--- src/rtl/combo_pkg.sv ---
// combo_pkg: shared encodings, client indices, FSM state and operand
// bundle for the combo_arb arbiter and its combo unit.
package combo_pkg;

  typedef enum logic [1:0] {
    MUX  = 2'b00,
    ENC  = 2'b01,
    DEC  = 2'b10,
    NONE = 2'b11
  } choice_t;

  localparam logic [1:0] CL_MUX = 2'd0;
  localparam logic [1:0] CL_ENC = 2'd1;
  localparam logic [1:0] CL_DEC = 2'd2;

  typedef enum logic [1:0] {
    IDLE = 2'd0,
    EXEC = 2'd1,
    RESP = 2'd2
  } state_t;

  typedef struct packed {
    logic [2:0] mux;
    logic [3:0] enc;
    logic [1:0] dec;
  } opnd_t;

  // First requesting client found scanning start, start+1, ... mod 3.
  function automatic logic [1:0] pick(
    input logic [2:0] req,
    input logic [1:0] start
  );
    logic       found;
    logic [1:0] idx;
    found = 1'b0;
    pick  = CL_MUX;
    idx   = start;
    for (int i = 0; i < 3; i++) begin
      if (!found && req[idx]) begin
        pick  = idx;
        found = 1'b1;
      end
      idx = (idx == 2'd2) ? 2'd0 : idx + 2'd1;
    end
  endfunction

endpackage

--- src/rtl/combo_unit.sv ---
// combo_unit: shared 2:1 mux / 4:2 encoder / 2:4 decoder, result packed
// to 4 bits. Ports: choice, mux_op {sel,I0,I1}, enc_op, dec_op -> y.
module combo_unit
  import combo_pkg::*;
(
  input  logic [1:0] choice,
  input  logic [2:0] mux_op,
  input  logic [3:0] enc_op,
  input  logic [1:0] dec_op,
  output logic [3:0] y
);

  logic       mux_out;
  logic [1:0] enc_out;
  logic [3:0] dec_out;

  assign mux_out = mux_op[2] ? mux_op[0] : mux_op[1];

  // OR-form encoder: exact for one-hot input, no validation otherwise.
  assign enc_out = {enc_op[3] | enc_op[2],
                    enc_op[3] | enc_op[1]};

  assign dec_out = 4'b0001 << dec_op;

  always_comb begin
    y = 4'b0000;
    unique case (1'b1)
      (choice == MUX):  y = {3'b000, mux_out};
      (choice == ENC):  y = {2'b00, enc_out};
      (choice == DEC):  y = dec_out;
      (choice == NONE): y = 4'b0000;
      default:          y = 4'b0000;
    endcase
  end

endmodule

--- src/rtl/combo_arb.sv ---
// combo_arb: 3-client arbiter in front of one shared combo_unit.
// Ports: clk, rst_n (async low); req[2:0] {dec,enc,mux}; mux_op, enc_op,
// dec_op operands; gnt[2:0] one-hot pulse; rsp_valid/rsp_id/rsp_data
// response; busy (not IDLE). Param LAT (1..15) EXEC hold cycles.
// Define COMBO_ARB_RR_EN for round-robin, else fixed bit0>bit1>bit2.
module combo_arb
  import combo_pkg::*;
#(
  parameter int LAT = 1
) (
  input  logic       clk,
  input  logic       rst_n,
  input  logic [2:0] req,
  input  logic [2:0] mux_op,
  input  logic [3:0] enc_op,
  input  logic [1:0] dec_op,
  output logic [2:0] gnt,
  output logic       rsp_valid,
  output logic [1:0] rsp_id,
  output logic [3:0] rsp_data,
  output logic       busy
);

  localparam logic [3:0] LAT_W = 4'(LAT);

  state_t     state;
  state_t     nxt;
  logic [2:0] req_q;
  logic [1:0] start;
  logic [1:0] win;
  logic [1:0] win_q;
  logic [3:0] cnt;
  logic       take;
  choice_t    choice_q;
  opnd_t      op_q;
  logic [3:0] unit_y;

`ifdef COMBO_ARB_RR_EN
  logic [1:0] ptr;

  assign start = (ptr == 2'd2) ? 2'd0 : ptr + 2'd1;

  always_ff @(posedge clk or negedge rst_n) begin
    if (!rst_n) begin
      ptr <= CL_DEC;
    end else if (take) begin
      ptr <= win;
    end
  end
`else
  assign start = CL_MUX;
`endif

  assign win  = pick(req_q, start);
  assign take = (state == IDLE) && (req_q != 3'b000);

  always_comb begin
    nxt = state;
    unique case (state)
      IDLE:    if (take) nxt = EXEC;
      EXEC:    if (cnt == 4'd1) nxt = RESP;
      RESP:    nxt = IDLE;
      default: nxt = IDLE;
    endcase
  end

  always_ff @(posedge clk or negedge rst_n) begin
    if (!rst_n) begin
      state <= IDLE;
    end else begin
      state <= nxt;
    end
  end

  // req is registered only on edges that land in IDLE, so requests
  // raised while busy are never seen and the next one is sampled
  // on the very edge that returns to IDLE.
  always_ff @(posedge clk or negedge rst_n) begin
    if (!rst_n) begin
      req_q    <= 3'b000;
      gnt      <= 3'b000;
      win_q    <= CL_MUX;
      cnt      <= 4'd0;
      choice_q <= NONE;
      op_q     <= '0;
      rsp_data <= 4'b0000;
    end else begin
      req_q <= (nxt == IDLE) ? req : 3'b000;
      gnt   <= 3'b000;
      if (take) begin
        gnt      <= 3'b001 << win;
        win_q    <= win;
        cnt      <= LAT_W;
        choice_q <= choice_t'(win);
        op_q     <= {mux_op, enc_op, dec_op};
      end else if (state == EXEC) begin
        if (cnt == 4'd1) begin
          rsp_data <= unit_y;
          choice_q <= NONE;
        end else begin
          cnt <= cnt - 4'd1;
        end
      end
    end
  end

  combo_unit u_unit (
    .choice (choice_q),
    .mux_op (op_q.mux),
    .enc_op (op_q.enc),
    .dec_op (op_q.dec),
    .y      (unit_y)
  );

  assign rsp_valid = (state == RESP);
  assign rsp_id    = rsp_valid ? win_q : 2'd0;
  assign busy      = (state != IDLE);

endmodule

--- config.mk ---
export PLATFORM = sky130hd
export DESIGN_NAME = combo_arb
export DESIGN_NICKNAME = d
export VERILOG_FILES = /design/src/rtl/combo_pkg.sv /design/src/rtl/combo_unit.sv /design/src/rtl/combo_arb.sv
export SDC_FILE = /design/constraint.sdc
export NUM_CORES = 1
export LEC_CHECK = 0
export ABC_AREA = 1
export BUFFER_PORTS_ARGS = -buffer_cell sky130_fd_sc_hd__buf_2
export CAP_MARGIN = 0
export CORE_ASPECT_RATIO = 0.5
export CORE_MARGIN = 1.5
export CORE_UTILIZATION = 33
export CTS_CLUSTER_DIAMETER = 60
export DETAILED_ROUTE_END_ITERATION = 7
export HOLD_SLACK_MARGIN = 0.05
export PLACE_DENSITY = 0.5
export SLEW_MARGIN = 25
export SYNTH_ARGS = -nofsm -noshare
export SYNTH_HDL_FRONTEND = slang
export SYNTH_SLANG_ARGS = --single-unit
export TNS_END_PERCENT = 100
--- constraint.sdc ---
create_clock -name clk -period 1.2 [get_ports clk]
set_input_delay 0.12 -clock clk [delete_from_list [all_inputs] [get_ports clk]]
set_output_delay 0.12 -clock clk [all_outputs]
set_load 0.05 [all_outputs]
==> key figures <==
Pwr
  – Power share of the clock group: 15.0%
  – Leakage power: 0.9755 nW
  – Peak supply drop: 0.9770 mV
  – Internal: 2.818 mW
  – Combinational share of power: 53.2%
  – Sequential power share: 31.8%
  – Sw frac: 43.27%
  – Sw Pwr: 2.150 mW
  – Pwr/cell area: 2734 nW/um^2
  – Total power: 4.967 mW

Worst setup path
  – Critical path's slowest cell: dfrtp_2
  – Crit Path Class: reg -> out
  – Worst R2R Path Depth: 6
  – CP Cell Sequence: nor2_4, buf_6, inv_4, buf_8
  – Worst-path maximum fanout: 5
  – Worst setup EP type: primary output
  – Crit path largest cell delay: 490 ps
  – Critical Path RT: 1080 ps
  – Element type at the critical path start: flip-flop
  – Critical R2R Launch: state[0]
  – Worst Setup SP: state[0]
  – Worst EP arrival: 1170 ps

Timing
  – Endpoints failing hold: 0
  – Final worst-path cycle share: 107.9%
  – Setup TNS: -268.9 ps
  – RSZ-0062 raised after global routing: yes
  – Hold slack: 58.93 ps
  – Max Freq: 772.5 MHz
  – Setup Skew: 8.247 ps
  – Slew @ Worst Pin: 334.3 ps
  – Max-slew headroom: 77.71%
  – Setup ws final: -94.58 ps
  – Slew Limit Fails: 0
  – Min Tclk post-route: 1295 ps
  – Final Setup Violations: 7

Global route
  – Vias in the first global route: 992
  – GRT Util Overall: 13.87%
  – Largest net degree at the start of global routing: 17
  – First-pass GRT wire length: 4146 um
  – Antenna violations before repair: 0
  – Total grt overflow: 0

Floorplanning
  – Die area: 4133 sq um
  – Die W: 89.43 um
  – Core box area: 3510 sq um
  – Die Y: 46.22 um
  – Rows: 15
  – Starting Density: 35.12%
  – I/O Pins: 25

Drt
  – Routed via count: 1029
  – Vias per Instance: 4.183
  – Routed WL: 2388 um
  – DRT iter0 DRCs: 37
  – Drt drc: 0
  – Pre-Repair DR Iteration Count: 4
  – Routed len/inst: 9.707 um
  – ANT nets after route: 0

Clock network
  – Clock Tree Root: clkbuf_8
  – Clock-pin slew on the worst setup and hold paths: 100 ps
  – Worst skew pair latency: 280 ps
  – H-tree level count: 1
  – Clock tree buffer depth: 2
  – Clock buffer count from CTS: 3
  – CTS Sinks: 28
  – CTS tree: yes

Yosys
  – #FFs+latches synth: 28
  – Netlist Area Pre-Place: 1232 sq um
  – Mean post-synth cell area: 8.618 sq um
  – Cells after Synth: 143
  – Syn Nets: 159
  – Yosys cell types: 17
  – Synthesis Warnings: 0
  – Register area share after synthesis: 57.06%

Outcome
  – Failing checks: negative setup slack
  – Status: finished with violations

Finish
  – Area growth from synthesis to layout: 47.41%
  – Register area: 704.4 sq um
  – Fillers: 334
  – Share of layout cells above drive strength 1: 33.85%
  – Area of the multi-input gates: 460.4 sq um
  – Fin nets: 212
  – # diodes: 0

Hold path
  – Min-delay worst type: in -> reg
  – Hold path cells: 3
  – HP Start: dec_op[1]

Place
  – Post-DP HPWL: 1713 um
  – PortBufs: 23
  – Final GP Congestion: 0.7535

Flow run
  – Max-cap viol count: 0
## registers in the layout (all words and copies together) (netlist names)
| name | count |
|---|---|
| rsp_data | 4 |
| state | 2 |
| win_q | 2 |
| req_q | 3 |
| choice_q | 2 |
| cnt | 4 |
| gnt | 3 |
| op_q | 8 |
## power groups by stage
stage	combinational, mW	sequential [mW]	clock (mW)
6_report	2.64	1.58	0.743
5_1_grt	2.94	1.63	0.791
4_1_cts	2.39	1.57	0.782
3_5_place_dp	2.08	1.58	0
3_3_place_gp	2.07	1.57	0
2_1_floorplan	1.31	1.83	0
## per-layer routing
metal | part of all wire [%] | GRT usage, %
met4 | 1.3 | 4.615
met2 | 47 | 23.91
met1 | 48 | 16.91
met5 | 0 | 0
met3 | 3.6 | 4.301
## path summary, 6_finish.rpt
check	slack (ps)	endpoint
max	-90	busy
min	60	op_q[1]
max reg2reg	-30	cnt[2]
min reg2reg	490	rsp_data[1]
max in group asynchronous	470	choice_q[1]
min in group asynchronous	260	win_q[0]
## Yosys cell counts (all sizes together)
library cell	n	share of area (%)
nand2	43	14
dfrtp	26	53
inv	26	7.9
nor2	13	5.2
o21ai	13	5.3
nand3	10	4.1
nor3	3	1.2
buf	2	1.8
dfstp	2	4.3
ha	2	2.0
nand4	1	0.51
o22ai	1	0.51
xor2	1	0.71
## worst max-delay path, delay by kind of cell (launching register included)
kind,cells,cell delay (ps)
and+or+nand+nor,1,140
DFF,1,490
buffers and inverters,3,270
## through the flow
step / area [sq um] / util (%) / worst slack, ps / cells
6_report: 1817 / 51.76 / -94.58 / 246
5_1_grt: 1817 / 51.76 / -134.0 / 246
4_1_cts: 1734 / 49.41 / -125.9 / 242
3_5_place_dp: 1479 / 42.14 / 12.66 / 224
3_3_place_gp: 1479 / 42.14 / 19.32 / 224
2_1_floorplan: 1242 / - / -61.15 / 143
## cells by family (layout without fill, tap and decap cells)
family / Yosys count / after routing / synth area share, %
AO/OA/AOI/OAI: 14 / 14 / 5.787
XOR/XNOR: 1 / 1 / 0.7108
adder cells (fa/ha/maj): 2 / 2 / 2.030
buffers and inverters: 28 / 80 / 9.746
flip-flops: 28 / 28 / 57.06
AND/OR/NAND/NOR: 70 / 70 / 24.67
## repair_timing
item / CTS / global route
gates resized for setup: 17 / 17
pin swaps: 2 / 5
endpoints found under the hold margin: 36 / 0
hold buffers: 11 / 0
setup buffers: 3 / 4
setup endpoints to repair: 4 / 24
## cells in the final DEF, fill, tap and decap left out, types with 2 or more instances in the layout
cell,netlist,routed
nor2_1,11,8
dfstp_2,2,2
o21ai_1,9,9
buf_2,0,19
buf_4,0,11
dfrtp_1,26,25
nor2_2,0,3
nand2_2,3,4
clkbuf_8,0,3
inv_2,3,4
nand2_1,40,38
buf_6,2,7
nor3_4,0,2
nor2_4,2,2
nand3_1,10,10
inv_4,0,2
inv_1,23,19
o21ai_0,4,4
dlygate4sd3_1,0,11
## area by class of cell
| class | count | share of cell area [%] |
|---|---|---|
| clock buffers | 3 | 2.273 |
| well taps | 51 | 3.512 |
| flip-flops and latches | 28 | 38.77 |
| inverters | 26 | 6.336 |
| clock inverters | 1 | 1.653 |
| multi-input cells | 87 | 25.34 |
| repair buffers | 50 | 22.11 |
Power figures use the tool's default switching activity.
